<file path="config.mk">
export PLATFORM = sky130hd
export DESIGN_NAME = fir3_inverse
export DESIGN_NICKNAME = d
export VERILOG_FILES = /design/src/rtl/fir3_inverse.sv
export SDC_FILE = /design/constraint.sdc
export NUM_CORES = 1
export LEC_CHECK = 0
export CORE_MARGIN = 2
export CORE_UTILIZATION = 55
export DETAILED_ROUTE_END_ITERATION = 10
export PLACE_DENSITY = 0.75
export RECOVER_POWER = 100
export SLEW_MARGIN = 20
export SYNTH_ARGS = -nofsm -noshare
export SYNTH_HDL_FRONTEND = slang
export SYNTH_SLANG_ARGS = --single-unit
</file>
<file path="constraint.sdc">
create_clock -name clk -period 3.6 [get_ports clk]
set_input_delay 0.72 -clock clk [delete_from_list [all_inputs] [get_ports clk]]
set_output_delay 0.72 -clock clk [all_outputs]
set_load 0.03 [all_outputs]
</file>
<file path="src/rtl/fir3_inverse.sv">
// fir3_inverse
//   Sequential inverse of the 3-tap FIR y[n] = B0*x[n] + B1*x[n-1] + B2*x[n-2].
//   Recovers 4-bit unsigned x[n] from 9-bit y[n] using the two previously
//   recovered samples. Each sample passes through IDLE -> SUB -> DIV(4) -> OUT.
//
//   Build option: FIR3INV_ERRCHK_EN
//     defined   : err flags neg/overflow/inexact residuals, x_out = 0 on error
//                 and the history is cleared so decoding resynchronises.
//     undefined : err tied low, x_out saturates (0 / 15 / floor(r/B0)) and the
//                 history always shifts in x_out.
//
// Ports
//   clk, rst_n          : clock, asynchronous active-low reset
//   y_in, in_valid      : FIR output sample in, valid
//   in_ready            : high only in IDLE
//   x_out, out_valid    : recovered sample (registered), valid
//   out_ready           : downstream accept
//   err                 : recovered sample inexact (qualified by out_valid)
module fir3_inverse #(
    parameter logic [3:0] B0 = 4'd2,
    parameter logic [3:0] B1 = 4'd3,
    parameter logic [3:0] B2 = 4'd5
) (
    input  logic       clk,
    input  logic       rst_n,
    input  logic [8:0] y_in,
    input  logic       in_valid,
    output logic       in_ready,
    output logic [3:0] x_out,
    output logic       out_valid,
    input  logic       out_ready,
    output logic       err
);

    generate
        if (B0 == 4'd0) begin : g_bad_b0
            $error("fir3_inverse: B0 must be non-zero");
        end
    endgenerate

    localparam logic [1:0] S_IDLE = 2'd0;
    localparam logic [1:0] S_SUB  = 2'd1;
    localparam logic [1:0] S_DIV  = 2'd2;
    localparam logic [1:0] S_OUT  = 2'd3;

    // Residuals at or above 16*B0 would need a fifth quotient bit.
    localparam logic [10:0] OVF_LIM = {3'b000, B0, 4'b0000};

    logic [1:0]  state_q, state_d;
    logic [8:0]  y_q, y_d;
    logic [7:0]  acc_q, acc_d;   // partial remainder
    logic [6:0]  dvs_q, dvs_d;   // B0 aligned to the current quotient bit
    logic [3:0]  quo_q, quo_d;
    logic [1:0]  cnt_q, cnt_d;
    logic        neg_q, neg_d;
    logic        ovf_q, ovf_d;
    logic [3:0]  xd1_q, xd1_d;
    logic [3:0]  xd2_q, xd2_d;
    logic [3:0]  x_q, x_d;
    logic        vld_q, vld_d;
    logic        err_q, err_d;
    logic [10:0] resid;
    logic        qbit;
`ifdef FIR3INV_ERRCHK_EN
    logic        bad;
`endif

    always_comb begin
        state_d = state_q;
        y_d     = y_q;
        acc_d   = acc_q;
        dvs_d   = dvs_q;
        quo_d   = quo_q;
        cnt_d   = cnt_q;
        neg_d   = neg_q;
        ovf_d   = ovf_q;
        xd1_d   = xd1_q;
        xd2_d   = xd2_q;
        x_d     = x_q;
        vld_d   = vld_q;
        err_d   = err_q;
        qbit    = 1'b0;
`ifdef FIR3INV_ERRCHK_EN
        bad     = 1'b0;
`endif
        // Two's-complement wrap in 11 bits gives the signed residual directly.
        resid = {2'b00, y_q} - 11'(B1) * 11'(xd1_q) - 11'(B2) * 11'(xd2_q);

        case (state_q)
            S_IDLE: begin
                if (in_valid) begin
                    y_d     = y_in;
                    state_d = S_SUB;
                end
            end
            S_SUB: begin
                neg_d   = resid[10];
                ovf_d   = !resid[10] && (resid >= OVF_LIM);
                acc_d   = resid[7:0];
                dvs_d   = {B0, 3'b000};
                quo_d   = 4'd0;
                cnt_d   = 2'd0;
                state_d = S_DIV;
            end
            S_DIV: begin
                if ({1'b0, dvs_q} <= acc_q) begin
                    acc_d = acc_q - {1'b0, dvs_q};
                    qbit  = 1'b1;
                end
                quo_d = {quo_q[2:0], qbit};
                dvs_d = dvs_q >> 1;
                cnt_d = cnt_q + 2'd1;
                if (cnt_q == 2'd3) begin
`ifdef FIR3INV_ERRCHK_EN
                    bad   = neg_q | ovf_q | (acc_d != 8'd0);
                    x_d   = bad ? 4'd0 : quo_d;
                    err_d = bad;
                    if (bad) begin
                        xd1_d = 4'd0;
                        xd2_d = 4'd0;
                    end else begin
                        xd1_d = quo_d;
                        xd2_d = xd1_q;
                    end
`else
                    x_d   = neg_q ? 4'd0 : (ovf_q ? 4'd15 : quo_d);
                    err_d = 1'b0;
                    xd1_d = x_d;
                    xd2_d = xd1_q;
`endif
                    vld_d   = 1'b1;
                    state_d = S_OUT;
                end
            end
            default: begin  // S_OUT
                if (out_ready) begin
                    vld_d   = 1'b0;
                    state_d = S_IDLE;
                end
            end
        endcase
    end

    always_ff @(posedge clk or negedge rst_n) begin
        if (!rst_n) begin
            state_q <= S_IDLE;
            y_q     <= '0;
            acc_q   <= '0;
            dvs_q   <= '0;
            quo_q   <= '0;
            cnt_q   <= '0;
            neg_q   <= 1'b0;
            ovf_q   <= 1'b0;
            xd1_q   <= '0;
            xd2_q   <= '0;
            x_q     <= '0;
            vld_q   <= 1'b0;
            err_q   <= 1'b0;
        end else begin
            state_q <= state_d;
            y_q     <= y_d;
            acc_q   <= acc_d;
            dvs_q   <= dvs_d;
            quo_q   <= quo_d;
            cnt_q   <= cnt_d;
            neg_q   <= neg_d;
            ovf_q   <= ovf_d;
            xd1_q   <= xd1_d;
            xd2_q   <= xd2_d;
            x_q     <= x_d;
            vld_q   <= vld_d;
            err_q   <= err_d;
        end
    end

    assign in_ready  = (state_q == S_IDLE);
    assign x_out     = x_q;
    assign out_valid = vld_q;
    assign err       = err_q;

endmodule

</file>
==> results of run 1 <==
sequential cells by signal (all words and copies together), names as in the netlist, 2 cells and up:
register  flops
x_out         4
xd2_q         4
state_q       2
dvs_q         5
quo_q         3
acc_q         8
cnt_q         2
y_q           9
per-stage QoR:
stage / util [%] / instances / hold slack, ps / instance area, sq um / worst slack, ps
final: 65.84 / 383 / 482.0 / 3172 / 332.8
after global placement: 63.27 / 375 / 471.6 / 3048 / 447.2
after detailed placement: 63.27 / 375 / 477.8 / 3048 / 288.3
after CTS: 65.90 / 383 / 488.9 / 3174 / 238.0
after global routing: 65.84 / 383 / 516.5 / 3172 / 69.69
after floorplan: - / 295 / 424.4 / 2805 / 371.1
cells by family after synthesis:
kind of cell / Yosys count
muxes: 15
and+or+nand+nor: 72
other: 1
AOI/OAI and AO/OA: 78
buffers and inverters: 40
DFF: 40
adders and majority gates: 35
xor gates and xnor gates: 14
area by class of cell:
type / count / area [sq um] / share of cell area (%)
clock buffers: 7 / 96.34 / 3.037
clock inverters: 1 / 30.03 / 0.9467
inverters: 33 / 123.9 / 3.905
multi-input cells: 215 / 1652 / 52.07
flip-flops and latches: 40 / 1001 / 31.56
well taps: 67 / 83.83 / 2.643
repair buffers: 20 / 185.2 / 5.838
per-layer routing:
| metal | wire length (um) | vias up | track usage [%] |
|---|---|---|---|
| met1 | 2865 | 1044 | 33.11 |
| met5 | 0 | - | 0 |
| met2 | 2624 | 19 | 35.75 |
| met4 | 86 | 0 | 6.628 |
| li1 | - | 1076 | - |
| met3 | 98 | 8 | 3.571 |
cell usage after synthesis, drive strengths merged:
master,instances,share of area (%)
nand2b,3,0.67
a2111oi,2,1.3
and2,1,0.27
fa,6,4.3
o32ai,1,0.31
o21bai,2,0.54
nor2b,9,2.0
xnor2,11,3.4
a2bb2oi,1,0.31
and4,1,0.36
dfrtp,40,36
o211ai,3,0.80
xor2,3,0.94
nor2,18,2.4
nand2,19,2.5
o31ai,6,1.6
ha,29,13
a211oi,7,1.9
mux2i,3,1.1
conb,1,0.13
o21a,4,1.1
nor4,2,0.45
nor3b,1,0.27
o21ai,27,4.8
nor3,8,1.4
o22ai,3,0.67
nand3b,1,0.27
a21oi,12,2.1
o211a,2,0.71
buf,3,0.58
o31a,1,0.31
a211o,1,0.31
inv,33,4.4
or2,2,0.54
o2111ai,1,0.31
a21o,3,0.80
a31oi,1,0.45
mux2,12,4.8
clkbuf,4,0.54
or4,1,0.27
o221ai,1,0.31
nand3,6,1.1
worst register-to-register path, cell delays in order, from the launching register on:
cell      delay, ps
dfrtp_1         400
inv_1           160
fa_1            450
ha_1            360
a21oi_1         180
xnor2_1         100
ha_1            340
o21ai_0          90
a21oi_1         220
o21ai_0         190
a211o_1         300
xor2_1          160
a211oi_1        230
path summary, 6_finish.rpt:
check / end / depth (start not counted) / startpoint / slack [ps]
min in group asynchronous: x_out[3] / 1 / rst_n / 1070
min: cnt_q[0] / 1 / cnt_q[0] / 480
min reg2reg: cnt_q[0] / 1 / cnt_q[0] / 480
max in group asynchronous: neg_q / 1 / rst_n / 1290
max reg2reg: acc_q[7] / 12 / x_out[2] / 330
max: acc_q[7] / 12 / x_out[2] / 330
timing repair:
action / CTS / global route
buffers inserted: 0 / 0
gates resized for setup: 0 / 2
setup endpoints to repair: 0 / 3
==> reports/results.tsv, run 1 <==
metric	value	unit
run status	finished with violations	
failing checks	max-capacitance violations, max-slew violations	
syn_area_per_cell	9.509	sq um
Compound-Gate Fraction of Synth Area	18.64	%
TritonCTS clock tree	built	
area share of and/or/nand/nor cells after synthesis	12.53	%
highest clock rate	0.3061	GHz
Wirelength per Cell	14.81	um
kind of critical path	register to register	
global-route wire length before repair	9.867	mm
Iteration-0 DRC Markers	136	
CTS Hold Buffers Added	0	
main combinational cell family by area after synthesis	compound AO/OA/AOI/OAI gates	
antenna fix cells	0	
nets	363	
Critical Path Fanout Max	4	
RSZ-0062 raised after global routing	false	
DIE AREA	0.005687	sq mm
Crit path largest cell delay	450	ps
Tcrit/Tclk final	90.75	%
drt pass-1 iters	4	
TNS Setup	0	ps
starting density of the core	58.23	%
routed via count	2147	
Final Setup Violations	0	
mux cell area share after synthesis	5.888	%
CTS root buffer	clkbuf_8	
Die X	75.42	um
die height	75.42	um
HP Class	register to register	
slowest CP cell	fa_1	
Distinct cells, synth	46	
Setup crit end kind	register	
TritonCTS Buffers	5	
worst-margin pin slew	2193	ps
Cells after Synth	295	
PortBufs	18	
commonest non-fill, non-tap cell in the layout	dfrtp_1	
sequential share of the synthesized area	35.68	%
Netlist Area Pre-Place	0.002805	sq mm
Buf+Inv Stages, Crit Path	1	
RePlAce Congestion	0.8533	
Syn Nets	343	
Syn. warnings	0	
cell family with the largest share of critical-path delay	compound AO/OA/AOI/OAI gates	
CP arrival	3460	ps
pins over their slew limit	41	
Max-Cap Viols	1	
Post-Synth Adder-Cell Area	17.22	%
worst path required time	3800	ps
drt drc	0	
Clk pin slew, worst setup/hold paths	80	ps
DP Wirelength	4.256	mm
Clock Latency Late Sink	290	ps
CTS HTree Levels	2	
vias in the first global route	2130	
IO Pins	20	
Tmin final	3267	ps
DRT antenna net count	0	
Vias/cell	5.606	
Cell Rows	25	
crit-path cells	inv_1, fa_1, ha_1, a21oi_1, xnor2_1, ha_1, o21ai_0, a21oi_1, o21ai_0, a211o_1, xor2_1, a211oi_1	
drt total wl	5.674	mm
clock skew	4.565	ps
share of layout cells above drive strength 1	8.861	%
P&R area growth vs syn	13.07	%
All-Layer GR Usage	22.88	%
total grt overflow	0	
final hold vios	0	
post-synthesis xor/xnor area fraction	4.371	%
relative slew slack	-46.21	%
Yosys reg bits	40	
crit start category	register	
CTS max path bufs	2	
Fill cells	418	
CORE AREA	0.004817	sq mm
initial antenna violation count	0	
CTS sink count	40	
largest net degree at the start of global routing	41	
commonest cells after routing, fill and taps aside	dfrtp_1, inv_1, ha_1	
Power of run 1 is left out: the tool's default activity adds up to more than one toggle a clock period on the data nets, which glitch-free logic cannot reach.
==> inputs of run 2 (changes only) <==
CAP_MARGIN = 0   (was unset)
CORE_UTILIZATION = 45   (was 55)
PLACE_DENSITY = unset   (was 0.75)
==> run 2 against run 1 <==
The flow still finishes with violations (max-capacitance violations, max-slew violations). Worst setup slack worse by 67 ps. First-iteration DRC count down 51%. Sequential share of layout area up 0.062 points. Highest routed layer unchanged. Die area up 21%. Via count down 2.6%.
==> reports/results.tsv, run 2 (synthesis results as in run 1) <==
metric	value	unit
run status	finished with violations	
failing checks	max-capacitance violations, max-slew violations	
Clock Latency Late Sink	290	ps
Largest regs	y_q: 9 flops, acc_q: 8 flops, dvs_q: 5 flops	
largest net degree at the start of global routing	41	
Tcrit/Tclk final	92.62	%
pins over their slew limit	41	
worst-margin pin slew	2164	ps
Setup crit end kind	register	
highest clock rate	0.2999	GHz
RePlAce Congestion	0.8255	
Critical Path Fanout Max	5	
GRT busiest layer	met2	
CP arrival	3480	ps
max reg flops	9	
All-Layer GR Usage	17.66	%
Fill cells	549	
worst reg2reg startpoint	x_out[3]	
commonest cells after routing, fill and taps aside	dfrtp_1, inv_1, ha_1	
final hold vios	0	
crit path to	acc_q[6]	
P&R area growth vs syn	12.85	%
Final WS setup	265.5	ps
kind of critical path	register to register	
relative slew slack	-44.27	%
met2 Use GR	27.64	%
Worst Reg2Reg Path Length in Cells	12	
crit start category	register	
global-route wire length before repair	9.949	mm
DRT antenna net count	0	
worst reg2reg endpoint	acc_q[6]	
Final Setup Violations	0	
grt met1 use	25.87	%
Post-Layout Cell Count	390	
storage element area	0.001001	sq mm
Post-Place Worst Slack	270.4	ps
TNS Setup	0	ps
met3 Use GR	2.982	%
vias in the first global route	2083	
HP Class	register to register	
Reg with most FFs	y_q	
worst path required time	3740	ps
drt total wl	5.630	mm
CORE AREA	0.005956	sq mm
share of layout cells above drive strength 1	7.937	%
CTS root buffer	clkbuf_8	
Iteration-0 DRC Markers	66	
CP startpoint	x_out[3]	
CTS HTree Levels	2	
RSZ-0062 raised after global routing	false	
R2R setup slack	270	ps
PortBufs	18	
routed via count	2091	
Die X	82.96	um
drt drc	0	
DIE AREA	0.006882	sq mm
antenna fix cells	0	
commonest non-fill, non-tap cell in the layout	dfrtp_1	
initial antenna violation count	0	
CTS sink count	40	
Clk pin slew, worst setup/hold paths	90	ps
clock skew	8.264	ps
Cell Rows	28	
Wirelength per Cell	14.44	um
TritonCTS Buffers	5	
TritonCTS clock tree	built	
CTS max path bufs	2	
nets	362	
Max-Cap Viols	1	
dpl cells	382	
drt pass-1 iters	4	
footprint of the multi-input gates	0.001648	sq mm
IO Pins	20	
Tmin final	3334	ps
die height	82.96	um
Vias/cell	5.362	
starting density of the core	47.10	%
DP Wirelength	4.335	mm
total grt overflow	0	
[run 2: cell types whose count changed in the layout (fill, tap and decap cells not counted)]
| cell | previous run | this run |
|---|---|---|
| dlygate4sd3_1 | 7 | 6 |
| mux2_1 | 0 | 1 |
| clkbuf_8 | 7 | 6 |
| buf_4 | 1 | 0 |
| a21oi_1 | 11 | 12 |
| clkdlybuf4s50_1 | 10 | 11 |
| mux2_2 | 12 | 11 |
| clkinv_4 | 0 | 1 |
| a21oi_2 | 1 | 0 |
[run 2: worst min path at each step]
stage	from	endpoint	slack (ps)	cells after the start
floorplan	rst_n	acc_q[0]	420	0
global placement	cnt_q[0]	cnt_q[0]	470	1
detailed placement	cnt_q[0]	cnt_q[0]	480	1
CTS	cnt_q[0]	cnt_q[0]	490	1
global route	cnt_q[0]	cnt_q[0]	510	1
finish	cnt_q[0]	cnt_q[0]	480	1
[run 2: layout make-up]
cell class,instances,share of cell area (%)
clock buffer,6,2.609
multi-input combinational,215,52.06
timing repair buffer,19,5.613
tap,75,2.964
inverter,33,3.913
sequential,40,31.62
clock inverter,2,1.225
[run 2: per-stage QoR]
stage                     utilization [%]  area, sq um  hold WS [ps]
after floorplan                         -         2805         424.4
after global placement              51.22         3050         474.1
after detailed placement            51.22         3050         478.0
after CTS                           53.26         3172         489.8
after global routing                53.15         3166         514.6
final                               53.15         3166         481.6
[run 2: layer usage]
metal  wire [um]  share of wire [%]  up-vias
met5           0                  0        -
met4          35               0.62        0
met3         104                1.8        4
met2        2603                 46       20
met1        2887                 51      995
li1            -                  -     1072
[run 2: repair_timing]
| item | 4_1_cts | 5_1_grt |
|---|---|---|
| endpoints found under the setup margin | 0 | 4 |
| hold buffers | 0 | 0 |
| setup buffers | 0 | 0 |
| resized for setup | 0 | 1 |
[run 2: worst max-delay path: stages, from the launching register on]
cell and delay (ps):
dfrtp_1 420, inv_1 110, fa_1 390, ha_1 340
a21oi_1 370, o21ai_0 220, xnor2_1 170, ha_1 240
or2_2 300, o22ai_1 180, xnor2_1 120, a211oi_1 270
a21oi_1 60
Power of run 2 is left out for the same reason.
==> inputs of run 3 (changes only) <==
clock period = 4.1 ns   (was 3.6 ns; I/O delays follow)
==> run 3 against run 2 <==
Design area shrank 0.12%. First-iteration DRC count up 92%. Maximum frequency down 1.2%. Global-route usage increased by 0.077 points. Non-clock buffer count decreased by 1. Critical path type unchanged. Core utilization shrank 0.063 points. Register-to-register slack better by 460 ps. Wire length up 2.7%. Critical path depth unchanged. The flow still finishes with violations (max-capacitance violations, max-slew violations).
==> reports/results.tsv, run 3 (synthesis results as in run 1) <==
metric	value	unit
All-Layer GR Usage	17.74	%
Reg with most FFs	y_q	
Final Setup Violations	0	
Wirelength per Cell	14.86	um
Max-Cap Viols	1	
RePlAce Congestion	0.8259	
failing checks	max-capacitance violations, max-slew violations	
nets	361	
CTS max path bufs	2	
post-CTS sizing	0	
CTS HTree Levels	2	
initial antenna violation count	0	
Cell Rows	28	
CTS Hold Buffers Added	0	
crit start category	register	
DIE AREA	0.006882	sq mm
CTS sink count	40	
die height	82.96	um
HP Class	register to register	
highest clock rate	0.2963	GHz
Die X	82.96	um
worst path required time	4240	ps
largest net degree at the start of global routing	41	
Tcrit/Tclk final	82.32	%
commonest non-fill, non-tap cell in the layout	dfrtp_1	
run status	finished with violations	
relative slew slack	-51.49	%
CP arrival	3520	ps
RSZ-0062 raised after global routing	false	
Clk pin slew, worst setup/hold paths	80	ps
Fill cells	573	
Setup crit end kind	register	
IO Pins	20	
routed via count	2139	
TNS Setup	0	ps
final hold vios	0	
clock skew	5.557	ps
Clock Latency Late Sink	290	ps
kind of critical path	register to register	
antenna fix cells	0	
worst-margin pin slew	2272	ps
max reg flops	9	
TritonCTS Buffers	5	
Tmin final	3375	ps
starting density of the core	47.10	%
drt total wl	5.781	mm
commonest cells after routing, fill and taps aside	dfrtp_1, inv_1, ha_1	
Iteration-0 DRC Markers	127	
drt pass-1 iters	4	
total grt overflow	0	
TritonCTS clock tree	built	
Largest regs	y_q: 9 flops, acc_q: 8 flops, dvs_q: 5 flops	
CTS root buffer	clkbuf_8	
DRT antenna net count	0	
drt drc	0	
pins over their slew limit	41	
share of layout cells above drive strength 1	7.962	%
CORE AREA	0.005956	sq mm
DP Wirelength	4.372	mm
global-route wire length before repair	10.07	mm
vias in the first global route	2094	
P&R area growth vs syn	12.71	%
Vias/cell	5.499	
Critical Path Fanout Max	5	
Post-CTS Setup Bufs	0	
PortBufs	18	
[run 3: cell type report]
class | count | area [sq um] | share of cell area, %
clock buffers | 7 | 96.34 | 3.047
clock inverters | 1 | 30.03 | 0.9497
inverters | 33 | 123.9 | 3.918
multi-input cells | 215 | 1643 | 51.96
flip-flops and latches | 40 | 1001 | 31.66
well taps | 75 | 93.84 | 2.968
repair buffers | 18 | 173.9 | 5.501
[run 3: stage by stage]
| stage | std cells | setup WS (ps) | hold WS (ps) | instance area, sq um | utilization [%] |
|---|---|---|---|---|---|
| after floorplan | 295 | 871.1 | 457.3 | 2805 | - |
| after global placement | 381 | 805.4 | 475.1 | 3043 | 51.09 |
| after detailed placement | 381 | 768.8 | 484.4 | 3043 | 51.09 |
| after CTS | 389 | 717.4 | 495.6 | 3169 | 53.21 |
| after global routing | 389 | 377.3 | 529.6 | 3162 | 53.09 |
| final | 389 | 724.7 | 491.5 | 3162 | 53.09 |
[run 3: worst max-delay path, stage by stage (launching register included)]
cell	delay, ps
dfrtp_1	440
inv_1	100
fa_1	480
ha_1	270
a211oi_1	390
o21ai_0	220
xnor2_1	180
ha_1	240
or2_2	310
o22ai_1	170
xnor2_1	120
a211oi_1	230
a21oi_1	60
[run 3: worst paths after layout]
path | startpoint | slack, ps | to | cells after the start
worst max-delay path | x_out[1] | 720 | acc_q[6] | 12
worst min-delay path | cnt_q[0] | 490 | cnt_q[0] | 1
worst max register to register | x_out[1] | 720 | acc_q[6] | 12
worst min register to register | cnt_q[0] | 490 | cnt_q[0] | 1
max in group asynchronous | rst_n | 1610 | acc_q[3] | 1
min in group asynchronous | rst_n | 1200 | xd2_q[1] | 1
[run 3: per-layer routing]
metal / global-route usage, % / wire (um) / vias up
li1: - / - / 1065
met1: 26.35 / 2961 / 1038
met2: 26.98 / 2620 / 30
met3: 3.181 / 148 / 6
met4: 4.024 / 51 / 0
met5: 0 / 0 / -
Power of run 3 is left out for the same reason.
